`src/rtl/uart_tx_param_if.sv`:
```
// Host-side bus of the parametrised UART transmitter.
// Groups the write strobe, data, per-frame configuration and status flags.
// When UART_TX_BREAK_EN is defined the bus also carries send_break.
interface uart_tx_param_if #(
    parameter int DATA_BITS  = 8,
    parameter int FIFO_DEPTH = 16
);
    localparam int CNT_W = $clog2(FIFO_DEPTH) + 1;

    logic                 wr_en;
    logic [DATA_BITS-1:0] d_in;
    logic [1:0]           parity_mode;
    logic                 stop2;
`ifdef UART_TX_BREAK_EN
    logic                 send_break;
`endif
    logic                 tx_full;
    logic                 tx_empty;
    logic [CNT_W-1:0]     fifo_count;
    logic                 tx_busy;
    logic                 tx;

`ifdef UART_TX_BREAK_EN
    modport master (
        output wr_en, d_in, parity_mode, stop2, send_break,
        input  tx_full, tx_empty, fifo_count, tx_busy, tx
    );
    modport slave (
        input  wr_en, d_in, parity_mode, stop2, send_break,
        output tx_full, tx_empty, fifo_count, tx_busy, tx
    );
`else
    modport master (
        output wr_en, d_in, parity_mode, stop2,
        input  tx_full, tx_empty, fifo_count, tx_busy, tx
    );
    modport slave (
        input  wr_en, d_in, parity_mode, stop2,
        output tx_full, tx_empty, fifo_count, tx_busy, tx
    );
`endif
endinterface

```
`src/rtl/uart_tx_param.sv`:
```
// Parametrised UART transmitter with an integrated TX FIFO.
// Frame: start bit, DATA_BITS data bits LSB first, optional parity, 1 or 2
// stop bits; parity and stop-bit count are latched per frame at pop time.
// Optional line-break generator enabled by defining UART_TX_BREAK_EN.
module uart_tx_param #(
    parameter int DATA_BITS  = 8,
    parameter int FIFO_DEPTH = 16,
    parameter int BAUD_DIV   = 16
) (
    input  logic           clk,
    input  logic           reset,
    uart_tx_param_if.slave bus
);
    localparam int PTR_W  = $clog2(FIFO_DEPTH);
    localparam int CNT_W  = PTR_W + 1;
    localparam int BAUD_W = $clog2(BAUD_DIV);
    localparam int BIT_W  = $clog2(DATA_BITS);

    localparam logic [BAUD_W-1:0] BAUD_LAST = BAUD_W'(BAUD_DIV - 1);
    localparam logic [BIT_W-1:0]  BIT_LAST  = BIT_W'(DATA_BITS - 1);
    localparam logic [CNT_W-1:0]  CNT_FULL  = CNT_W'(FIFO_DEPTH);

`ifdef UART_TX_BREAK_EN
    localparam int BRK_LEN = (DATA_BITS + 4) * BAUD_DIV;
    localparam int BRK_W   = $clog2(BRK_LEN);
    localparam logic [BRK_W-1:0] BRK_LAST = BRK_W'(BRK_LEN - 1);

    typedef enum logic [2:0] {
        ST_IDLE   = 3'd0,
        ST_START  = 3'd1,
        ST_DATA   = 3'd2,
        ST_PARITY = 3'd3,
        ST_STOP   = 3'd4,
        ST_BREAK  = 3'd5
    } state_t;
`else
    typedef enum logic [2:0] {
        ST_IDLE   = 3'd0,
        ST_START  = 3'd1,
        ST_DATA   = 3'd2,
        ST_PARITY = 3'd3,
        ST_STOP   = 3'd4
    } state_t;
`endif

    // Parity over the data word; odd=1 inverts the even-parity result.
    function automatic logic parity_bit(input logic [DATA_BITS-1:0] data,
                                        input logic                 odd);
        return (^data) ^ odd;
    endfunction

    // FIFO storage and bookkeeping
    logic [DATA_BITS-1:0] mem [FIFO_DEPTH];
    logic [PTR_W-1:0]     wr_ptr_r;
    logic [PTR_W-1:0]     rd_ptr_r;
    logic [CNT_W-1:0]     count_r;
    logic                 full_r;
    logic                 empty_r;

    // Transmit FSM state
    state_t               state_r;
    logic [DATA_BITS-1:0] shift_r;
    logic [BAUD_W-1:0]    baud_cnt_r;
    logic [BIT_W-1:0]     bit_cnt_r;
    logic                 stop_cnt_r;
    logic                 par_en_r;
    logic                 par_bit_r;
    logic                 stop2_r;
    logic                 tx_r;
    logic                 busy_r;
`ifdef UART_TX_BREAK_EN
    logic [BRK_W-1:0]     brk_cnt_r;
    logic                 brk_mark_r;
`endif

    // Combinational control
    logic                 push_s;
    logic                 pop_s;
    logic                 brk_req_s;
    logic                 stop_done_s;
    logic [CNT_W-1:0]     count_next_s;
    logic [DATA_BITS-1:0] head_s;
    logic                 head_par_en_s;
    logic                 head_par_bit_s;

    // Push/pop decisions, next occupancy and the per-frame config of the head word.
    always_comb begin
        brk_req_s = 1'b0;
`ifdef UART_TX_BREAK_EN
        brk_req_s = bus.send_break;
`endif
        head_s         = mem[rd_ptr_r];
        head_par_en_s  = (bus.parity_mode == 2'b01) || (bus.parity_mode == 2'b10);
        head_par_bit_s = parity_bit(head_s, bus.parity_mode == 2'b10);

        push_s      = bus.wr_en && !full_r;
        stop_done_s = (state_r == ST_STOP) && (baud_cnt_r == '0) && (stop_cnt_r == 1'b0);

        case (state_r)
            ST_IDLE: begin
                pop_s = !brk_req_s && !empty_r;
            end
            ST_STOP: begin
                pop_s = stop_done_s && !empty_r;
            end
            default: begin
                pop_s = 1'b0;
            end
        endcase

        case ({push_s, pop_s})
            2'b10:   count_next_s = count_r + CNT_W'(1);
            2'b01:   count_next_s = count_r - CNT_W'(1);
            default: count_next_s = count_r;
        endcase
    end

    // FIFO data array; contents need no reset because pointers gate every read.
    always_ff @(posedge clk) begin
        if (reset && push_s) begin
            mem[wr_ptr_r] <= bus.d_in;
        end else begin
            mem[wr_ptr_r] <= mem[wr_ptr_r];
        end
    end

    // FIFO pointers and registered occupancy flags.
    always_ff @(posedge clk) begin
        if (!reset) begin
            wr_ptr_r <= '0;
            rd_ptr_r <= '0;
            count_r  <= '0;
            full_r   <= 1'b0;
            empty_r  <= 1'b1;
        end else begin
            if (push_s) begin
                wr_ptr_r <= wr_ptr_r + PTR_W'(1);
            end
            if (pop_s) begin
                rd_ptr_r <= rd_ptr_r + PTR_W'(1);
            end
            count_r <= count_next_s;
            full_r  <= (count_next_s == CNT_FULL);
            empty_r <= (count_next_s == '0);
        end
    end

    // Transmit FSM: tx and tx_busy are registered alongside the state.
    always_ff @(posedge clk) begin
        if (!reset) begin
            state_r    <= ST_IDLE;
            shift_r    <= '0;
            baud_cnt_r <= '0;
            bit_cnt_r  <= '0;
            stop_cnt_r <= 1'b0;
            par_en_r   <= 1'b0;
            par_bit_r  <= 1'b0;
            stop2_r    <= 1'b0;
            tx_r       <= 1'b1;
            busy_r     <= 1'b0;
`ifdef UART_TX_BREAK_EN
            brk_cnt_r  <= '0;
            brk_mark_r <= 1'b0;
`endif
        end else begin
            case (state_r)
                ST_IDLE: begin
`ifdef UART_TX_BREAK_EN
                    if (brk_req_s) begin
                        state_r    <= ST_BREAK;
                        tx_r       <= 1'b0;
                        busy_r     <= 1'b1;
                        brk_cnt_r  <= BRK_LAST;
                        brk_mark_r <= 1'b0;
                    end else
`endif
                    if (pop_s) begin
                        state_r    <= ST_START;
                        shift_r    <= head_s;
                        par_en_r   <= head_par_en_s;
                        par_bit_r  <= head_par_bit_s;
                        stop2_r    <= bus.stop2;
                        baud_cnt_r <= BAUD_LAST;
                        tx_r       <= 1'b0;
                        busy_r     <= 1'b1;
                    end else begin
                        tx_r   <= 1'b1;
                        busy_r <= 1'b0;
                    end
                end
                ST_START: begin
                    if (baud_cnt_r == '0) begin
                        state_r    <= ST_DATA;
                        tx_r       <= shift_r[0];
                        bit_cnt_r  <= BIT_LAST;
                        baud_cnt_r <= BAUD_LAST;
                    end else begin
                        baud_cnt_r <= baud_cnt_r - BAUD_W'(1);
                    end
                end
                ST_DATA: begin
                    if (baud_cnt_r == '0) begin
                        baud_cnt_r <= BAUD_LAST;
                        if (bit_cnt_r == '0) begin
                            if (par_en_r) begin
                                state_r <= ST_PARITY;
                                tx_r    <= par_bit_r;
                            end else begin
                                state_r    <= ST_STOP;
                                tx_r       <= 1'b1;
                                stop_cnt_r <= stop2_r;
                            end
                        end else begin
                            shift_r   <= shift_r >> 1;
                            tx_r      <= shift_r[1];
                            bit_cnt_r <= bit_cnt_r - BIT_W'(1);
                        end
                    end else begin
                        baud_cnt_r <= baud_cnt_r - BAUD_W'(1);
                    end
                end
                ST_PARITY: begin
                    if (baud_cnt_r == '0) begin
                        state_r    <= ST_STOP;
                        tx_r       <= 1'b1;
                        stop_cnt_r <= stop2_r;
                        baud_cnt_r <= BAUD_LAST;
                    end else begin
                        baud_cnt_r <= baud_cnt_r - BAUD_W'(1);
                    end
                end
                ST_STOP: begin
                    if (baud_cnt_r == '0) begin
                        if (stop_cnt_r) begin
                            // second stop bit of a two-stop-bit frame
                            stop_cnt_r <= 1'b0;
                            baud_cnt_r <= BAUD_LAST;
                        end else if (pop_s) begin
                            // back-to-back frame, no idle cycle in between
                            state_r    <= ST_START;
                            shift_r    <= head_s;
                            par_en_r   <= head_par_en_s;
                            par_bit_r  <= head_par_bit_s;
                            stop2_r    <= bus.stop2;
                            baud_cnt_r <= BAUD_LAST;
                            tx_r       <= 1'b0;
                            busy_r     <= 1'b1;
                        end else begin
                            state_r <= ST_IDLE;
                            tx_r    <= 1'b1;
                            busy_r  <= 1'b0;
                        end
                    end else begin
                        baud_cnt_r <= baud_cnt_r - BAUD_W'(1);
                    end
                end
`ifdef UART_TX_BREAK_EN
                ST_BREAK: begin
                    if (!brk_mark_r) begin
                        // low phase: minimum length, then extended while send_break stays high
                        if (brk_cnt_r != '0) begin
                            brk_cnt_r <= brk_cnt_r - BRK_W'(1);
                        end else if (!bus.send_break) begin
                            brk_mark_r <= 1'b1;
                            tx_r       <= 1'b1;
                            baud_cnt_r <= BAUD_LAST;
                        end else begin
                            tx_r <= 1'b0;
                        end
                    end else begin
                        // one bit period of mark before returning to idle
                        if (baud_cnt_r == '0) begin
                            state_r    <= ST_IDLE;
                            brk_mark_r <= 1'b0;
                            busy_r     <= 1'b0;
                        end else begin
                            baud_cnt_r <= baud_cnt_r - BAUD_W'(1);
                        end
                    end
                end
`endif
                default: begin
                    state_r <= ST_IDLE;
                    tx_r    <= 1'b1;
                    busy_r  <= 1'b0;
                end
            endcase
        end
    end

    assign bus.tx         = tx_r;
    assign bus.tx_busy    = busy_r;
    assign bus.tx_full    = full_r;
    assign bus.tx_empty   = empty_r;
    assign bus.fifo_count = count_r;

endmodule

```
`src/flat_wrapper.sv`:
```
// flat-port wrapper written by rule: the top's interface ports become plain ports
module uart_tx_param_flat 
#(
    parameter int DATA_BITS  = 8,
    parameter int FIFO_DEPTH = 16,
    parameter int BAUD_DIV   = 16
)
  (clk, reset, bus_wr_en, bus_d_in, bus_parity_mode, bus_stop2, bus_tx_full, bus_tx_empty, bus_fifo_count, bus_tx_busy, bus_tx);
  uart_tx_param_if #(.DATA_BITS(DATA_BITS), .FIFO_DEPTH(FIFO_DEPTH)) bus_i ();
  input  logic clk;
  input  logic reset;
  input wire logic [$bits(bus_i.wr_en)-1:0] bus_wr_en;
  input wire logic [$bits(bus_i.d_in)-1:0] bus_d_in;
  input wire logic [$bits(bus_i.parity_mode)-1:0] bus_parity_mode;
  input wire logic [$bits(bus_i.stop2)-1:0] bus_stop2;
  output wire logic [$bits(bus_i.tx_full)-1:0] bus_tx_full;
  output wire logic [$bits(bus_i.tx_empty)-1:0] bus_tx_empty;
  output wire logic [$bits(bus_i.fifo_count)-1:0] bus_fifo_count;
  output wire logic [$bits(bus_i.tx_busy)-1:0] bus_tx_busy;
  output wire logic [$bits(bus_i.tx)-1:0] bus_tx;
  assign bus_i.wr_en = bus_wr_en;
  assign bus_i.d_in = bus_d_in;
  assign bus_i.parity_mode = bus_parity_mode;
  assign bus_i.stop2 = bus_stop2;
  assign bus_tx_full = bus_i.tx_full;
  assign bus_tx_empty = bus_i.tx_empty;
  assign bus_fifo_count = bus_i.fifo_count;
  assign bus_tx_busy = bus_i.tx_busy;
  assign bus_tx = bus_i.tx;
  uart_tx_param #(.DATA_BITS(DATA_BITS), .FIFO_DEPTH(FIFO_DEPTH), .BAUD_DIV(BAUD_DIV)) u_core (.clk(clk), .reset(reset), .bus(bus_i));
endmodule
```
`config.mk`:
```
export PLATFORM = sky130hd
export DESIGN_NAME = uart_tx_param_flat
export DESIGN_NICKNAME = d
export VERILOG_FILES = /design/src/rtl/uart_tx_param_if.sv /design/src/rtl/uart_tx_param.sv /design/src/flat_wrapper.sv
export SDC_FILE = /design/constraint.sdc
export NUM_CORES = 1
export LEC_CHECK = 0
export CORE_ASPECT_RATIO = 0.75
export CORE_MARGIN = 8
export CORE_UTILIZATION = 55
export CTS_CLUSTER_SIZE = 40
export DETAILED_ROUTE_END_ITERATION = 6
export GPL_TIMING_DRIVEN = 0
export PLACE_DENSITY = 0.75
export SYNTH_ARGS = -nofsm -noshare
export SYNTH_HDL_FRONTEND = slang
export SYNTH_SLANG_ARGS = --single-unit
```
`constraint.sdc`:
```
create_clock -name clk -period 3.7 [get_ports clk]
set_clock_uncertainty 0.1 [all_clocks]
set_input_delay 0.555 -clock clk [delete_from_list [all_inputs] [get_ports clk]]
set_output_delay 0.555 -clock clk [all_outputs]
set_load 0.03 [all_outputs]
```
==> results of run 1 <==
==> kinds of logic after synthesis <==
family / Yosys count
adders and majority gates: 13
xor gates and xnor gates: 17
and+or+nand+nor: 135
muxes: 49
DFF: 171
buffers and inverters: 40
AOI/OAI and AO/OA: 66
==> report_power, final <==
part	leakage [nW]	internal (mW)	switching [mW]
sequential	1.51	2.22	0.137
clock	0.263	0.933	0.740
combinational	1.06	0.857	0.968
total	2.83	4.01	1.84
==> worst min path at each step <==
stage,from,end,slack [ps],depth (start not counted)
6_report,u_core.bus.tx,u_core.bus.tx,400,2
5_1_grt,u_core.bus.tx,u_core.bus.tx,410,2
4_1_cts,u_core.bus.tx,u_core.bus.tx,390,2
3_5_place_dp,u_core.bus.tx,u_core.bus.tx,380,2
3_3_place_gp,u_core.bus.tx,u_core.bus.tx,360,2
2_1_floorplan,u_core.par_bit_r,u_core.par_bit_r,370,2
==> worst max-delay path, delay by kind of cell (launching register included) <==
kind / cells / cell delay (ps)
flip-flops: 1 / 360
AO/OA/AOI/OAI: 3 / 350
buffers and inverters: 3 / 450
AND/OR/NAND/NOR: 7 / 1230
adder cells (fa/ha/maj): 3 / 640
XOR/XNOR: 2 / 250
==> routing by layer <==
layer / track usage [%] / vias to the layer above
met5: 0 / -
met4: 6.04 / 0
met3: 4.53 / 27
met2: 27.2 / 179
met1: 25.7 / 2148
li1: - / 1959
==> final cells by class <==
cell class / instances / area (µm²) / share of cell area (%)
tap: 171 / 214 / 2.56
clock inverter: 12 / 115 / 1.38
sequential: 171 / 4700 / 56.3
inverter: 13 / 48.8 / 0.584
multi-input combinational: 280 / 2440 / 29.2
timing repair buffer: 26 / 248 / 2.96
clock buffer: 20 / 437 / 5.23
buffer: 27 / 154 / 1.84
==> synthesized netlist by cell type, types with 3 or more instances <==
| library cell | instances |
|---|---|
| a21oi_1 | 19 |
| a22oi_1 | 5 |
| and2_1 | 8 |
| buf_1 | 3 |
| buf_2 | 3 |
| buf_6 | 3 |
| clkbuf_1 | 16 |
| dfxtp_1 | 43 |
| edfxtp_1 | 128 |
| ha_1 | 13 |
| inv_1 | 12 |
| mux2i_1 | 13 |
| mux4_2 | 36 |
| nand2_1 | 30 |
| nand3_1 | 16 |
| nand3b_1 | 5 |
| nand4_1 | 4 |
| nor2_1 | 35 |
| nor2b_1 | 18 |
| nor3_1 | 5 |
| nor3b_1 | 3 |
| o211a_1 | 11 |
| o21a_1 | 4 |
| o21ai_0 | 7 |
| o22ai_1 | 4 |
| o31ai_1 | 4 |
| xnor2_1 | 11 |
| xor2_1 | 3 |
==> sequential cells by signal, indices dropped and copies added (netlist names), named ones only <==
register,cells
u_core.mem,128
u_core.shift_r,8
u_core.bus.fifo_count,5
u_core.baud_cnt_r,4
u_core.rd_ptr_r,4
u_core.wr_ptr_r,4
u_core.bit_cnt_r,3
u_core.state_r,3
u_core.bus.tx,1
u_core.bus.tx_busy,1
u_core.bus.tx_empty,1
u_core.bus.tx_full,1
u_core.par_bit_r,1
u_core.par_en_r,1
u_core.stop2_r,1
u_core.stop_cnt_r,1
==> repair_timing <==
action | CTS | global route
endpoints found under the setup margin | 4 | 3
setup buffers | 1 | 4
hold endpoints to repair | 0 | 0
pin swaps | 1 | 3
resized for setup | 2 | 8
==> summary.md, run 1 <==
| Metric | Value |
|---|---|
| CP peak stage delay | 360 ps |
| PwrDens | 701 mW/mm² |
| Worst EP arrival | 3730 ps |
| Die Wd | 149 µm |
| Overflow after GRT | 0 |
| CP max stage cell | dfxtp_1 |
| Worst min path class | flip-flop to flip-flop |
| Slew headroom | 35.4% |
| Largest family of logic cells by synthesized area | multiplexers |
| Total CTS buffers | 17 |
| Leading cell type in the layout, fill and taps excluded | edfxtp_1 |
| Multiplexer area fraction after synthesis | 12.9% |
| Reg2reg setup slack | 170 ps |
| Syn Nets | 518 |
| Routed WL | 14.8 mm |
| CP required | 3900 ps |
| Post-placement cell count | 683 |
| Initial Util | 56.4% |
| Vias in the first global route | 4159 |
| Final Hold Fails | 0 |
| Fill cells | 914 |
| Layout Cells excl Fill | 720 |
| Synth Warn # | 0 |
| Leakage | 2.83 nW |
| Total Routing Usage GR | 18.2% |
| Top cell type's share of synthesized area | 52.5% |
| DR WL/cell | 20.6 µm |
| Crit path time final | 3530 ps |
| Maximum VDD drop | 0.419 mV |
| Clock latency on the worst-skew pair | 430 ps |
| First DRT Iteration DRCs | 415 |
| Most frequent cells in the layout | edfxtp_1, dfxtp_1, mux4_2, nor2_1, nand2_1 |
| WL met1 | 6.87 mm |
| Setup TNS | 0 ps |
| Clk slew on worst S/H paths | 70 ps |
| Crit start category | flip-flop |
| HPWL Detailed | 10.2 mm |
| Fin crit share | 95.5% |
| Post-synthesis simple-gate area fraction | 9.27% |
| Slew Viols, Final | 0 |
| Initial antenna violation count | 0 |
| Critical path fanouts, max | 10 |
| Area of the mapped netlist | 0.00731 mm² |
| Die Y | 116 µm |
| Antenna viol nets, final | 0 |
| R2r startpoint | u_core.baud_cnt_r[0] |
| Critical path startpoint | u_core.baud_cnt_r[0] |
| DRC violations left | 0 |
| Nets | 563 |
| Crit path to | u_core.bus.tx_empty |
| Avg Inst Size Synth | 14.9 µm² |
| Top cells by area, synth | edfxtp_1, dfxtp_1, mux4_2 |
| Fmax | 283 MHz |
| Cell Chain, Critical Path | inv_2 -> ha_2 -> or3b_1 -> buf_2 -> nor2_2 -> nor2b_1 -> nor3_4 -> buf_6 -> ha_2 -> xor2_1 -> ha_2 -> nor2b_1 -> a32oi_1 -> o21a_1 -> nor2_2 -> xnor2_1 -> nor2b_1 -> a21oi_1 |
| H-tree Lvls | 4 |
| Post-DR vias/cell | 5.99 |
| PnR worst setup slack | 168 ps |
| Pwr Total | 5.86 mW |
| CTS sink count | 171 |
| Synthesized flop and latch total | 171 |
| CTS Buffer Depth | 2 |
| RD Place Congestion | 0.854 |
| Area grow syn2layout | 14.2% |
| Post-synth top area cell | edfxtp_1 |
| Synth Area in Adders | 2.22% |
| Share of layout cells above drive strength 1 | 16.4% |
| Core Util, Final | 64.4% |
| DR WL met3 | 983 µm |
| DP Area | 0.00774 mm² |
| I/O Pins | 23 |
| Compound-cell area share of the yosys netlist | 6.21% |
| Sequential area share after synthesis | 64.3% |
| Ant. Diodes | 0 |
| CTS tree | built |
| Port Buffers | 21 |
| Main synth FF type | edfxtp_1 |
| Status | complete, no violations |
| Cell Rows | 36 |
| Core area | 0.0130 mm² |
| Hold_ws | 397 ps |
| CP Class | flip-flop to flip-flop |
| Setup violators final | 0 |
| Via Count | 4313 |
| Reg2reg path depth | 18 |
| Die ar. | 0.0173 mm² |
| Met2 wire length | 6.76 mm |
| Drt pass-1 iters | 5 |
| Post-synth EDFFs | 128 |
| Cts hold-fix bufs | 0 |
| Pre-CTS setup slack | -351 ps |
| Cells after Synth | 491 |
| Largest net degree at the start of global routing | 17 |
| CP Capture Type | flip-flop |
| Clock root buffer master | clkbuf_16 |
| FF-to-FF End | u_core.bus.tx_empty |
| Synth cell types | 51 |
| First-pass GRT wire length | 23.5 mm |
| MaxCap Viol Count | 0 |
| Design area | 0.00836 mm² |
| Slew of the pin with the lowest slew margin | 965 ps |
| Xor and xnor area share after synthesis | 2.43% |
| Async set or reset register ratio after synthesis | 0% |
| Highest routed metal layer | met4 |
No activity file was read; power rests on OpenSTA's default activity.
==> inputs of run 2 (changes only) <==
- CTS_CLUSTER_DIAMETER: unset -> 60
==> results of run 2 <==
No change in the layout: final DEF, timing and power equal those of run 1.
==> inputs of run 3 (changes only) <==
- ABC_CLOCK_PERIOD_IN_PS: unset -> 3700
- CAP_MARGIN: unset -> 20
- CELL_PAD_IN_SITES_DETAIL_PLACEMENT: unset -> 0
- CELL_PAD_IN_SITES_GLOBAL_PLACEMENT: unset -> 1
- CORE_UTILIZATION: 55 -> 47
- PLACE_DENSITY: 0.75 -> unset
- PLACE_DENSITY_LB_ADDON: unset -> 0.1
==> run 3 against run 2 <==
Clock power about the same. Critical endpoint unchanged. Largest cell class unchanged. Highest routed layer unchanged. First-iteration DRC count is 14% lower. Sequential power barely moved. Combinational power about the same. Flip-flop and latch count stayed put. Setup slack gained 75 ps. Sequential share of layout area fell by 0.49 points.
==> summary.md, run 3 (same netlist as run 1, synthesis figures left out) <==
| Metric | Value |
|---|---|
| Share of layout cells above drive strength 1 | 17.1% |
| Global routing usage on met3 | 4.29% |
| Via Count | 4174 |
| Total Routing Usage GR | 16.2% |
| Drt pass-1 iters | 5 |
| Largest net degree at the start of global routing | 17 |
| Die Y | 124 µm |
| Crit path time final | 3460 ps |
| Overflow after GRT | 0 |
| Routed WL | 15.3 mm |
| Clock latency on the worst-skew pair | 430 ps |
| CP top delay family | simple AND/OR/NAND/NOR gates |
| Hold_ws | 373 ps |
| Slew of the pin with the lowest slew margin | 1010 ps |
| Pre-CTS setup slack | -309 ps |
| Die ar. | 0.0199 mm² |
| Critical path fanouts, max | 10 |
| Slew Viols, Final | 0 |
| H-tree Lvls | 4 |
| Total CTS buffers | 17 |
| Initial antenna violation count | 0 |
| DR WL/cell | 20.3 µm |
| HPWL Detailed | 10.4 mm |
| Leakage | 2.83 nW |
| CP max stage cell | dfxtp_1 |
| RD Place Congestion | 0.854 |
| CTS Buffer Depth | 2 |
| Core Util, Final | 55.4% |
| I/O Pins | 23 |
| Fmax | 289 MHz |
| Clk slew on worst S/H paths | 70 ps |
| Pwr Total | 5.85 mW |
| Status | complete, no violations |
| Maximum VDD drop | 0.301 mV |
| Setup TNS | 0 ps |
| Cell Rows | 39 |
| Cell Chain, Critical Path | inv_2 -> ha_2 -> or3b_1 -> buf_2 -> nor2_2 -> nor2b_1 -> nor3_4 -> buf_6 -> ha_4 -> xor2_1 -> ha_2 -> nor2b_2 -> a32oi_1 -> o21a_1 -> nor2_2 -> xnor2_2 -> nor2b_1 -> a21oi_1 |
| Post-placement cell count | 717 |
| Setup violators final | 0 |
| First DRT Iteration DRCs | 356 |
| Antenna viol nets, final | 0 |
| Nets | 564 |
| Footprint of the multi-input gates | 0.00246 mm² |
| Leading cell type in the layout, fill and taps excluded | edfxtp_1 |
| Buffer and inverter count on the worst path | 3 |
| M1 GR Usage | 23.4% |
| Most frequent cells in the layout | edfxtp_1, dfxtp_1, mux4_2, nor2_1, nand2_1 |
| Worst EP arrival | 3650 ps |
| MaxCap Viol Count | 0 |
| Area grow syn2layout | 15.3% |
| Ant. Diodes | 0 |
| Initial Util | 48.0% |
| Final Hold Fails | 0 |
| Port Buffers | 21 |
| Core area | 0.0152 mm² |
| First-pass GRT wire length | 24.0 mm |
| CTS sink count | 171 |
| CP peak stage delay | 370 ps |
| Fin crit share | 93.4% |
| Fill cells | 1276 |
| PnR worst setup slack | 243 ps |
| Vias in the first global route | 4132 |
| GR peak layer | met2 |
| DP Area | 0.00778 mm² |
| Design area | 0.00843 mm² |
| Slew headroom | 32.7% |
| Post-DR vias/cell | 5.53 |
| Worst min path class | flip-flop to flip-flop |
| Clock root buffer master | clkbuf_16 |
| Crit start category | flip-flop |
| Die Wd | 160 µm |
| CP Capture Type | flip-flop |
| CP Class | flip-flop to flip-flop |
| Max reg flops | 128 |
| CP required | 3890 ps |
| CTS tree | built |
| PwrDens | 694 mW/mm² |
| GR Util met2 | 23.6% |
| DRC violations left | 0 |
| Register area | 0.00470 mm² |
| Layout Cells excl Fill | 755 |
| Biggest register | u_core.mem |
## run 3: what timing repair did
item | in CTS | in global routing
setup buffers | 1 | 5
cloned | 0 | 0
resized for setup | 2 | 11
pin swaps | 1 | 1
hold buffers | 0 | 0
setup endpoints to repair | 3 | 3
## run 3: routing by layer
layer | vias up | wire length (µm)
met5 | - | 0
met3 | 13 | 672
li1 | 1971 | -
met1 | 2111 | 7640
met2 | 79 | 6820
met4 | 0 | 176
## run 3: cell type report
class | count | share of cell area (%)
clock inverter | 13 | 1.44
buffer | 27 | 1.83
multi-input combinational | 280 | 29.1
sequential | 171 | 55.8
timing repair buffer | 27 | 3.03
clock buffer | 19 | 5.14
tap | 205 | 3.04
inverter | 13 | 0.579
## run 3: worst paths after layout
path,from,cells past startpoint,end,slack [ps]
max reg2reg,u_core.baud_cnt_r[0],18,u_core.bus.tx_empty,240
max,u_core.baud_cnt_r[0],18,u_core.bus.tx_empty,240
min,u_core.bus.tx,2,u_core.bus.tx,370
min reg2reg,u_core.bus.tx,2,u_core.bus.tx,370
## run 3: power breakdown
part,internal (mW),total [mW],leakage (nW),switching (mW)
clock,0.929,1.67,0.259,0.740
combinational,0.871,1.83,1.07,0.956
sequential,2.22,2.35,1.51,0.131
## run 3: tightest hold or removal path, cell delays in order (launching register included)
cell and delay, ps:
dfxtp_1 320, mux2i_1 70, nand2_1 60
